$ cat src/rtl/if_fetch.sv
// Instruction-fetch stage: owns the PC, issues in-order word fetches under a
// credit limit, and buffers {inst, pc} for decode behind a valid/ready port.
module if_fetch #(
  parameter int unsigned       ADDR_W     = 64,
  parameter int unsigned       INST_W     = 32,
  parameter logic [ADDR_W-1:0] RESET_PC   = 64'h0000_0000_8000_0000,
  parameter int unsigned       FIFO_DEPTH = 2
) (
  input  logic              clk,
  input  logic              rst,
  output logic              imem_req_valid_o,
  input  logic              imem_req_ready_i,
  output logic [ADDR_W-1:0] imem_req_addr_o,
  input  logic              imem_resp_valid_i,
  input  logic [INST_W-1:0] imem_resp_inst_i,
  input  logic              redirect_i,
  input  logic [ADDR_W-1:0] redirect_pc_i,
  output logic [INST_W-1:0] inst_o,
  output logic [ADDR_W-1:0] pc_o,
  output logic              valid_o,
  input  logic              ready_i
);

  localparam int unsigned CNT_W = $clog2(FIFO_DEPTH + 1);
  localparam int unsigned PTR_W = (FIFO_DEPTH > 1) ? $clog2(FIFO_DEPTH) : 1;
  localparam logic [INST_W-1:0] NOP = INST_W'(32'h0000_0013);

  logic [1:0]        rst_sync_q;
  logic              rst_n_int;

  logic [ADDR_W-1:0] fetch_pc_q, fetch_pc_d;
  logic [CNT_W-1:0]  out_cnt_q, out_cnt_d;
  logic [CNT_W-1:0]  drop_cnt_q, drop_cnt_d;
  logic [CNT_W-1:0]  fifo_cnt_q, fifo_cnt_d;
  logic [PTR_W-1:0]  fifo_wr_q, fifo_wr_d;
  logic [PTR_W-1:0]  fifo_rd_q, fifo_rd_d;
  logic [PTR_W-1:0]  pcq_wr_q, pcq_wr_d;
  logic [PTR_W-1:0]  pcq_rd_q, pcq_rd_d;
  logic [ADDR_W-1:0] pc_hold_q, pc_hold_d;

  logic [INST_W-1:0] fifo_inst_q [FIFO_DEPTH];
  logic [ADDR_W-1:0] fifo_pc_q   [FIFO_DEPTH];
  logic [ADDR_W-1:0] pcq_q       [FIFO_DEPTH];

  logic [CNT_W:0]    in_use;
  logic              credit_ok;
  logic              req_fire;
  logic              push;
  logic              pop;
  logic              fifo_empty;
  logic              fifo_full;

  function automatic logic [PTR_W-1:0] ptr_inc(input logic [PTR_W-1:0] p);
    return (p == PTR_W'(FIFO_DEPTH - 1)) ? '0 : p + PTR_W'(1);
  endfunction

  // Reset synchroniser: assert immediately, release two clocks later
  always_ff @(posedge clk or negedge rst) begin
    if (!rst) rst_sync_q <= '0;
    else      rst_sync_q <= {rst_sync_q[0], 1'b1};
  end

  assign rst_n_int = rst_sync_q[1];

  // Handshake qualifiers and decode-facing outputs
  always_comb begin
    in_use           = {1'b0, fifo_cnt_q} + {1'b0, out_cnt_q};
    credit_ok        = in_use < (CNT_W + 1)'(FIFO_DEPTH);
    imem_req_valid_o = rst_n_int && !redirect_i && credit_ok;
    imem_req_addr_o  = fetch_pc_q;
    req_fire         = imem_req_valid_o && imem_req_ready_i;
    fifo_empty       = (fifo_cnt_q == '0);
    fifo_full        = (fifo_cnt_q == CNT_W'(FIFO_DEPTH));
    valid_o          = !fifo_empty;
    inst_o           = fifo_empty ? NOP : fifo_inst_q[fifo_rd_q];
    pc_o             = fifo_empty ? pc_hold_q : fifo_pc_q[fifo_rd_q];
    push             = imem_resp_valid_i && !redirect_i && (drop_cnt_q == '0);
    pop              = valid_o && ready_i && !redirect_i;
  end

  // Next-state: PC, credit counters, drop counter and queue pointers
  always_comb begin
    fetch_pc_d = fetch_pc_q;
    drop_cnt_d = drop_cnt_q;
    fifo_cnt_d = fifo_cnt_q + CNT_W'(push) - CNT_W'(pop);
    fifo_wr_d  = push ? ptr_inc(fifo_wr_q) : fifo_wr_q;
    fifo_rd_d  = pop ? ptr_inc(fifo_rd_q) : fifo_rd_q;
    out_cnt_d  = out_cnt_q + CNT_W'(req_fire) - CNT_W'(imem_resp_valid_i);
    pcq_wr_d   = req_fire ? ptr_inc(pcq_wr_q) : pcq_wr_q;
    pcq_rd_d   = imem_resp_valid_i ? ptr_inc(pcq_rd_q) : pcq_rd_q;
    pc_hold_d  = pc_o;
    if (redirect_i) begin
      fetch_pc_d = {redirect_pc_i[ADDR_W-1:2], 2'b00};
      // Every request still in flight is stale, including ones already marked
      // for dropping, so the drop count becomes the remaining outstanding total.
      drop_cnt_d = out_cnt_q - CNT_W'(imem_resp_valid_i);
      fifo_cnt_d = '0;
      fifo_wr_d  = '0;
      fifo_rd_d  = '0;
    end else begin
      if (req_fire) fetch_pc_d = fetch_pc_q + ADDR_W'(4);
      if (imem_resp_valid_i && (drop_cnt_q != '0)) drop_cnt_d = drop_cnt_q - CNT_W'(1);
    end
  end

  // Control state registers
  always_ff @(posedge clk or negedge rst_n_int) begin
    if (!rst_n_int) begin
      fetch_pc_q <= RESET_PC;
      out_cnt_q  <= '0;
      drop_cnt_q <= '0;
      fifo_cnt_q <= '0;
      fifo_wr_q  <= '0;
      fifo_rd_q  <= '0;
      pcq_wr_q   <= '0;
      pcq_rd_q   <= '0;
      pc_hold_q  <= '0;
    end else begin
      fetch_pc_q <= fetch_pc_d;
      out_cnt_q  <= out_cnt_d;
      drop_cnt_q <= drop_cnt_d;
      fifo_cnt_q <= fifo_cnt_d;
      fifo_wr_q  <= fifo_wr_d;
      fifo_rd_q  <= fifo_rd_d;
      pcq_wr_q   <= pcq_wr_d;
      pcq_rd_q   <= pcq_rd_d;
      pc_hold_q  <= pc_hold_d;
    end
  end

  // Data storage: instruction buffer and the PC-of-request queue
  always_ff @(posedge clk) begin
    if (push) begin
      fifo_inst_q[fifo_wr_q] <= imem_resp_inst_i;
      fifo_pc_q[fifo_wr_q]   <= pcq_q[pcq_rd_q];
    end
    if (req_fire) pcq_q[pcq_wr_q] <= fetch_pc_q;
  end

  a_no_push_when_full: assert property (@(posedge clk) disable iff (!rst_n_int)
    !(push && fifo_full));

endmodule

$ cat config.mk
export PLATFORM = sky130hd
export DESIGN_NAME = if_fetch
export DESIGN_NICKNAME = d
export VERILOG_FILES = /design/src/rtl/if_fetch.sv
export SDC_FILE = /design/constraint.sdc
export NUM_CORES = 1
export LEC_CHECK = 0
export CAP_MARGIN = 20
export CORE_MARGIN = 8
export CORE_UTILIZATION = 51
export CTS_CLUSTER_DIAMETER = 200
export DETAILED_ROUTE_END_ITERATION = 16
export DONT_BUFFER_PORTS = 1
export GPL_TIMING_DRIVEN = 1
export PLACE_DENSITY = 0.69
export REMOVE_ABC_BUFFERS = 1
export SLEW_MARGIN = 25
export SYNTH_ARGS = -nofsm -noshare
export SYNTH_HDL_FRONTEND = slang
export SYNTH_SLANG_ARGS = --single-unit
export TNS_END_PERCENT = 5
$ cat constraint.sdc
create_clock -name clk -period 4.8 [get_ports clk]
set_input_delay 0.48 -clock clk [delete_from_list [all_inputs] [get_ports clk]]
set_output_delay 0.48 -clock clk [all_outputs]
set_load 0.02 [all_outputs]
# == Yosys cells after proc, flatten, opt, wreduce, memory -nomap -nowiden ==
# Memories as Yosys holds them, arrays and structs flattened.
# Cells that the tools add are included.
# word_totals
register_bits,140
latchBits,0
ram_bits,320
rom_bits,0
inputBits,102
word_cells,62
mem_count,3
# mem_list
memory,depth,word_bits,rd,rd_ports_with_merged_regs,wr,line_no,text
fifo_pc_q,2,64,1,0,1,42,logic [ADDR_W-1:0] fifo_pc_q [FIFO_DEPTH];
pcq_q,2,64,1,0,1,43,logic [ADDR_W-1:0] pcq_q [FIFO_DEPTH];
fifo_inst_q,2,32,1,0,1,41,logic [INST_W-1:0] fifo_inst_q [FIFO_DEPTH];
# classes
add_sub_neg,12
multipliers,0
div,0
n_lt_le_gt_ge,1
n_eq_ne,0
n_shift,0
mux,19
bitwise,0
reduce_logical,17
# ops
op,n
$mux 64,3
$add 64x3->64 const B,1
$mux 32,1
$mux 1,12
$reduce_bool 2->1,5
$logic_and 1x1->1,8
$mux 2,3
$sub 2x1->2,3
$add 1x1->1 const B,4
$add 2x1->2,2
$logic_not 2->1,2
$add 2x2->3,1
$lt 3x2->1 const B,1
$logic_not 1->1,2
$sub 2x1->2 const B,1

# == Depth between registers and ports, before layout ==
# depth
depth_word,6
mapped_depth,14
depth_no_buf,10

# == Worst setup path after synthesis ==
# Ideal clock, no wire load.
# synth_path
kind,register to register
startpoint,reg rst_sync_q[1]
endpoint,mem pcq_q[0][10] (enable)
setup_time_ps,482
t_arrival_ps,7578
t_required_ps,4318
setup_slack_ps,-3260
path_stages_with_launch,9
n_path_buf,4
period_less_slack_ps,8060
cell_sequence,dfrtp_1 -> nor4b_4 -> and2_1 -> buf_4 -> inv_2 -> buf_6 -> clkbuf_1 -> buf_2 -> nor2_1
# synth_between
elab_chain_len,5
# synth_rtl
element,line_no,text
start: declaration,28,logic [1:0] rst_sync_q;
start signal: assignment,60,"else rst_sync_q <= {rst_sync_q[0], 1'b1};"
$logic_and 1x1->1 (2 in a row),69,imem_req_valid_o = rst_n_int && !redirect_i && credit_ok;
net imem_req_valid_o,11,"output logic imem_req_valid_o,"
$logic_and 1x1->1,71,req_fire = imem_req_valid_o && imem_req_ready_i;
$mux 1,137,if (req_fire) pcq_q[pcq_wr_q] <= fetch_pc_q;
$mux 1 (not written as such),137,
end: declaration,43,
# The timed path passes the listed nets, and every way through them passes these cells.

# == Final worst setup path ==
# layout_path
startpoint,reg fifo_rd_q
endpoint,out pc_o[29]
# layout_between
elab_chain_len,2
# layout_rtl
element,line_no,text
start: declaration,36,"logic [PTR_W-1:0] fifo_rd_q, fifo_rd_d;"
start signal: assignment,124,fifo_rd_q <= fifo_rd_d;
$mem_v2 2x64,--,
$mux 64,76,pc_o = fifo_empty ? pc_hold_q : fifo_pc_q[fifo_rd_q];
end: declaration,19,"output logic [ADDR_W-1:0] pc_o,"
# Every way passes these cells.

==> flow_results.xml <==
<?xml version="1.0" encoding="UTF-8"?>
<metrics>
  <group name="die">
    <metric name="die-width" unit="µm">205.4</metric>
    <metric name="fp-row-count" unit="">69</metric>
    <metric name="die_height" unit="µm">205.4</metric>
    <metric name="placeableCoreArea" unit="µm²">35480</metric>
    <metric name="die_area" unit="µm²">42180</metric>
    <metric name="pin_count" unit="">264</metric>
    <metric name="initial_core_util" unit="">0.5154</metric>
  </group>
  <group name="synth">
    <metric name="syn-instance-count" unit="">1303</metric>
    <metric name="synth.avg_cell_area" unit="µm²">14.04</metric>
    <metric name="ys_types" unit="">57</metric>
    <metric name="synthesis.yosys.warnings" unit="">0</metric>
    <metric name="ys_ff_latch" unit="">450</metric>
    <metric name="ys_top_cells_by_area" unit="">sky130_fd_sc_hd__edfxtp_1, sky130_fd_sc_hd__dfrtp_1, sky130_fd_sc_hd__mux2i_1</metric>
    <metric name="synth_edf_count" unit="">312</metric>
    <metric name="synth_largest_type_area_fraction" unit="">0.5123</metric>
    <metric name="synth_area" unit="µm²">18290</metric>
    <metric name="synth_top_flop_cell" unit="">sky130_fd_sc_hd__edfxtp_1</metric>
    <metric name="async_reset_ff_frac" unit="">0.3067</metric>
    <metric name="synth.yosys.seq_area_share" unit="">0.7012</metric>
    <metric name="area_leader_netlist" unit="">sky130_fd_sc_hd__edfxtp_1</metric>
  </group>
  <group name="clock_tree">
    <metric name="numClockSinks" unit="">450</metric>
    <metric name="cts_hold_repair.buffers" unit="">36</metric>
    <metric name="clock_tree_from_tritoncts" unit="">done</metric>
    <metric name="cts-root-buf" unit="">sky130_fd_sc_hd__clkbuf_16</metric>
    <metric name="post-cts-setup-buffers" unit="">0</metric>
    <metric name="htree_levels" unit="">2</metric>
    <metric name="cts-buffers-inserted" unit="">46</metric>
    <metric name="clock_insertion_delay_worst_skew" unit="ns">0.57</metric>
    <metric name="clk_pin_slew" unit="ns">0.06</metric>
    <metric name="clockBufferDepth" unit="">3</metric>
    <metric name="cts-resized-gates" unit="">0</metric>
  </group>
  <group name="worst_setup_path">
    <metric name="reg2reg_launch_point" unit="">fifo_cnt_q[0]$_DFF_PN0_</metric>
    <metric name="worstPathMaxFanout" unit="">42</metric>
    <metric name="setup.worst_path.start" unit="">fifo_rd_q$_DFFE_PN0P_</metric>
    <metric name="startpoint_type" unit="">register</metric>
    <metric name="r2r_setup_slack" unit="ns">1.55</metric>
    <metric name="arrival_time_worst_endpoint" unit="ns">2.78</metric>
    <metric name="crit_path_end" unit="">pc_o[29]</metric>
    <metric name="ff2ff_path_depth" unit="">8</metric>
    <metric name="crit_type" unit="">reg -&gt; out</metric>
    <metric name="worst-endpoint-required" unit="ns">4.32</metric>
    <metric name="capturing_point_of_the_worst_reg2reg_path" unit="">imem_req_addr_o[59]$_DFFE_PN0P_</metric>
    <metric name="crit_path_end_kind" unit="">output port</metric>
  </group>
  <group name="drt">
    <metric name="dr_total_vias" unit="">10850</metric>
    <metric name="total_wire_length_after_detailed_routing" unit="mm">43.97</metric>
    <metric name="route.met3.wl" unit="mm">4.034</metric>
    <metric name="detail_route.drc_violations" unit="">0</metric>
    <metric name="drt_iter0_markers" unit="">685</metric>
    <metric name="highest-signal-layer" unit="">met5</metric>
    <metric name="route.layer.met1.wl" unit="mm">17.25</metric>
    <metric name="route.antenna.remaining_nets" unit="">0</metric>
    <metric name="firstDrtPassIters" unit="">5</metric>
    <metric name="vias_per_cell" unit="">5.900</metric>
    <metric name="detail_route.wl_per_cell" unit="µm">23.91</metric>
    <metric name="amount_of_wire_on_met2_after_detailed_routing" unit="mm">21.27</metric>
  </group>
  <group name="sta">
    <metric name="post-route-min-period" unit="ns">3.257</metric>
    <metric name="fin_ws" unit="ns">1.543</metric>
    <metric name="worstMarginPinSlew" unit="ns">0.9946</metric>
    <metric name="hold_slack" unit="ns">0.03593</metric>
    <metric name="final_setup_viols" unit="">0</metric>
    <metric name="max_slew_margin" unit="">0.3369</metric>
    <metric name="maxSlewViolCount" unit="">0</metric>
    <metric name="rsz0062_at_grt" unit="">no</metric>
    <metric name="finalHoldViolations" unit="">0</metric>
    <metric name="timing.clock.skew" unit="ns">0.01462</metric>
    <metric name="totalNegativeSetupSlack" unit="ns">0</metric>
    <metric name="max_clock_freq" unit="MHz">307.1</metric>
    <metric name="final_period_util" unit="">0.6785</metric>
  </group>
  <group name="global_route">
    <metric name="overall_global_routing_resource_usage" unit="">0.2071</metric>
    <metric name="first_global_vias" unit="">10810</metric>
    <metric name="globalRoute.totalOverflow" unit="">0</metric>
    <metric name="antenna_violations_before_repair" unit="">13</metric>
    <metric name="grt_first_pass_wirelength" unit="mm">66.28</metric>
    <metric name="grt_start_max_net_pins" unit="">93</metric>
  </group>
  <group name="final_layout">
    <metric name="post-route-util" unit="">0.5839</metric>
    <metric name="area_delta_synth_final" unit="%">13.29</metric>
    <metric name="n_fill_cell" unit="">2804</metric>
    <metric name="final_area" unit="µm²">20720</metric>
    <metric name="mostFrequentLayoutCell" unit="">sky130_fd_sc_hd__edfxtp_1</metric>
    <metric name="layout.cells.most_common_list" unit="">sky130_fd_sc_hd__edfxtp_1, sky130_fd_sc_hd__nand2_1, sky130_fd_sc_hd__dfrtp_1</metric>
    <metric name="drive_gt1_frac" unit="">0.1252</metric>
    <metric name="final_net_count" unit="">1447</metric>
  </group>
  <group name="outcome">
    <metric name="run_status" unit="">finished clean</metric>
  </group>
  <group name="placement">
    <metric name="detailedPlacementHpwl" unit="mm">29.07</metric>
    <metric name="pre_cts_slack" unit="ns">1.571</metric>
    <metric name="gp_congestion" unit="">0.8623</metric>
    <metric name="portBuffers" unit="">0</metric>
    <metric name="postPlaceCellArea" unit="µm²">18810</metric>
  </group>
  <group name="run">
    <metric name="cap_violations" unit="">0</metric>
  </group>
  <group name="power">
    <metric name="cellPowerDensity" unit="nW/µm²">529.4</metric>
    <metric name="leakage" unit="nW">7.233</metric>
    <metric name="vdd_drop_max" unit="mV">0.4420</metric>
  </group>
  <group name="min_path">
    <metric name="hp-class" unit="">in -&gt; reg</metric>
  </group>
</metrics>
[state kept, by name, indices dropped and copies added, names as in the netlist, 2 cells and up]
| register | count |
|---|---|
| imem_req_addr_o | 62 |
| fifo_cnt_q | 2 |
| fifo_pc_q | 124 |
| pc_hold_q | 64 |
| out_cnt_q | 2 |
| rst_sync_q | 2 |
| pcq_q | 124 |
| fifo_inst_q | 64 |
| drop_cnt_q | 2 |
[metrics by stage]
step / power (W) / std cells
6_report: 0.01097 / 1839
5_1_grt: 0.01147 / 1839
2_1_floorplan: 0.006898 / 1236
4_1_cts: 0.01111 / 1835
3_3_place_gp: 0.007369 / 1713
3_5_place_dp: 0.007453 / 1714
[worst max-delay path: stages, from the launching register on]
cell and delay [ns]:
sky130_fd_sc_hd__dfrtp_4 0.93, sky130_fd_sc_hd__buf_4 0.43, sky130_fd_sc_hd__mux2i_1 0.11, sky130_fd_sc_hd__o21ai_0 0.68
[synthesized netlist by cell type, types with 2 or more instances]
| cell | number |
|---|---|
| sky130_fd_sc_hd__a211oi_1 | 2 |
| sky130_fd_sc_hd__a21o_1 | 2 |
| sky130_fd_sc_hd__a21oi_1 | 17 |
| sky130_fd_sc_hd__a221o_1 | 11 |
| sky130_fd_sc_hd__a22o_1 | 2 |
| sky130_fd_sc_hd__a22oi_1 | 13 |
| sky130_fd_sc_hd__a31oi_1 | 4 |
| sky130_fd_sc_hd__a32oi_1 | 4 |
| sky130_fd_sc_hd__and2_1 | 8 |
| sky130_fd_sc_hd__and3_1 | 11 |
| sky130_fd_sc_hd__buf_1 | 11 |
| sky130_fd_sc_hd__buf_2 | 6 |
| sky130_fd_sc_hd__buf_4 | 5 |
| sky130_fd_sc_hd__buf_6 | 2 |
| sky130_fd_sc_hd__clkbuf_1 | 43 |
| sky130_fd_sc_hd__conb_1 | 2 |
| sky130_fd_sc_hd__dfrtp_1 | 137 |
| sky130_fd_sc_hd__edfxtp_1 | 312 |
| sky130_fd_sc_hd__ha_1 | 7 |
| sky130_fd_sc_hd__inv_1 | 16 |
| sky130_fd_sc_hd__mux2_2 | 67 |
| sky130_fd_sc_hd__mux2i_1 | 102 |
| sky130_fd_sc_hd__nand2_1 | 137 |
| sky130_fd_sc_hd__nand2b_1 | 5 |
| sky130_fd_sc_hd__nand3_1 | 55 |
| sky130_fd_sc_hd__nand3b_1 | 3 |
| sky130_fd_sc_hd__nand4_1 | 35 |
| sky130_fd_sc_hd__nor2_1 | 69 |
| sky130_fd_sc_hd__nor2b_1 | 13 |
| sky130_fd_sc_hd__nor3_1 | 12 |
| sky130_fd_sc_hd__nor3b_1 | 2 |
| sky130_fd_sc_hd__nor4_1 | 15 |
| sky130_fd_sc_hd__nor4_2 | 2 |
| sky130_fd_sc_hd__nor4_4 | 2 |
| sky130_fd_sc_hd__o211ai_1 | 19 |
| sky130_fd_sc_hd__o21ai_0 | 93 |
| sky130_fd_sc_hd__o311ai_0 | 10 |
| sky130_fd_sc_hd__o31a_1 | 2 |
| sky130_fd_sc_hd__or2_2 | 3 |
| sky130_fd_sc_hd__or3_1 | 4 |
| sky130_fd_sc_hd__or4_1 | 14 |
| sky130_fd_sc_hd__xnor2_1 | 7 |
| sky130_fd_sc_hd__xor2_1 | 3 |
[logic make-up after synthesis]
family / Yosys count / synth area share
adders and majority gates: 8 / 0.005883
other: 2 / 0.0004106
muxes: 169 / 0.09708
AOI/OAI and AO/OA: 185 / 0.06383
and+or+nand+nor: 394 / 0.1071
DFF: 450 / 0.7012
xor gates and xnor gates: 10 / 0.004789
buffers and inverters: 85 / 0.01977
[power by group]
group	switching (W)	internal, W
sequential	0.000605	0.00480
combinational	0.00134	0.000611
clock	0.00145	0.00216
total	0.00340	0.00757
[metal layers]
metal / GRT usage / up-vias
met5: 0 / -
met2: 0.3355 / 341
li1: - / 5000
met1: 0.2532 / 5390
met4: 0.07327 / 18
met3: 0.07651 / 101
[how the worst min path moves through the flow]
stage,slack [ns],from,endpoint,cells after the start
after detailed placement,0.18,rst,rst_sync_q[0]$_DFF_PN0_,0
after floorplan,0.18,rst,rst_sync_q[0]$_DFF_PN0_,0
after global routing,0.01,redirect_i,drop_cnt_q[1]$_DFFE_PN0P_,1
after CTS,0.002,redirect_i,drop_cnt_q[1]$_DFFE_PN0P_,1
final,0.04,redirect_pc_i[7],imem_req_addr_o[7]$_DFFE_PN0P_,2
after global placement,0.18,rst,rst_sync_q[0]$_DFF_PN0_,0
[cell type report]
type | count | area (µm²) | area share
repair buffers | 53 | 545.5 | 0.02633
multi-input cells | 769 | 5154 | 0.2487
clock buffers | 66 | 1297 | 0.06262
diodes | 4 | 10.01 | 0.0004831
flip-flops and latches | 450 | 12830 | 0.6194
clock inverters | 19 | 237.7 | 0.01147
well taps | 461 | 576.8 | 0.02784
inverters | 17 | 63.81 | 0.003080
Power figures use the tool's default switching activity.
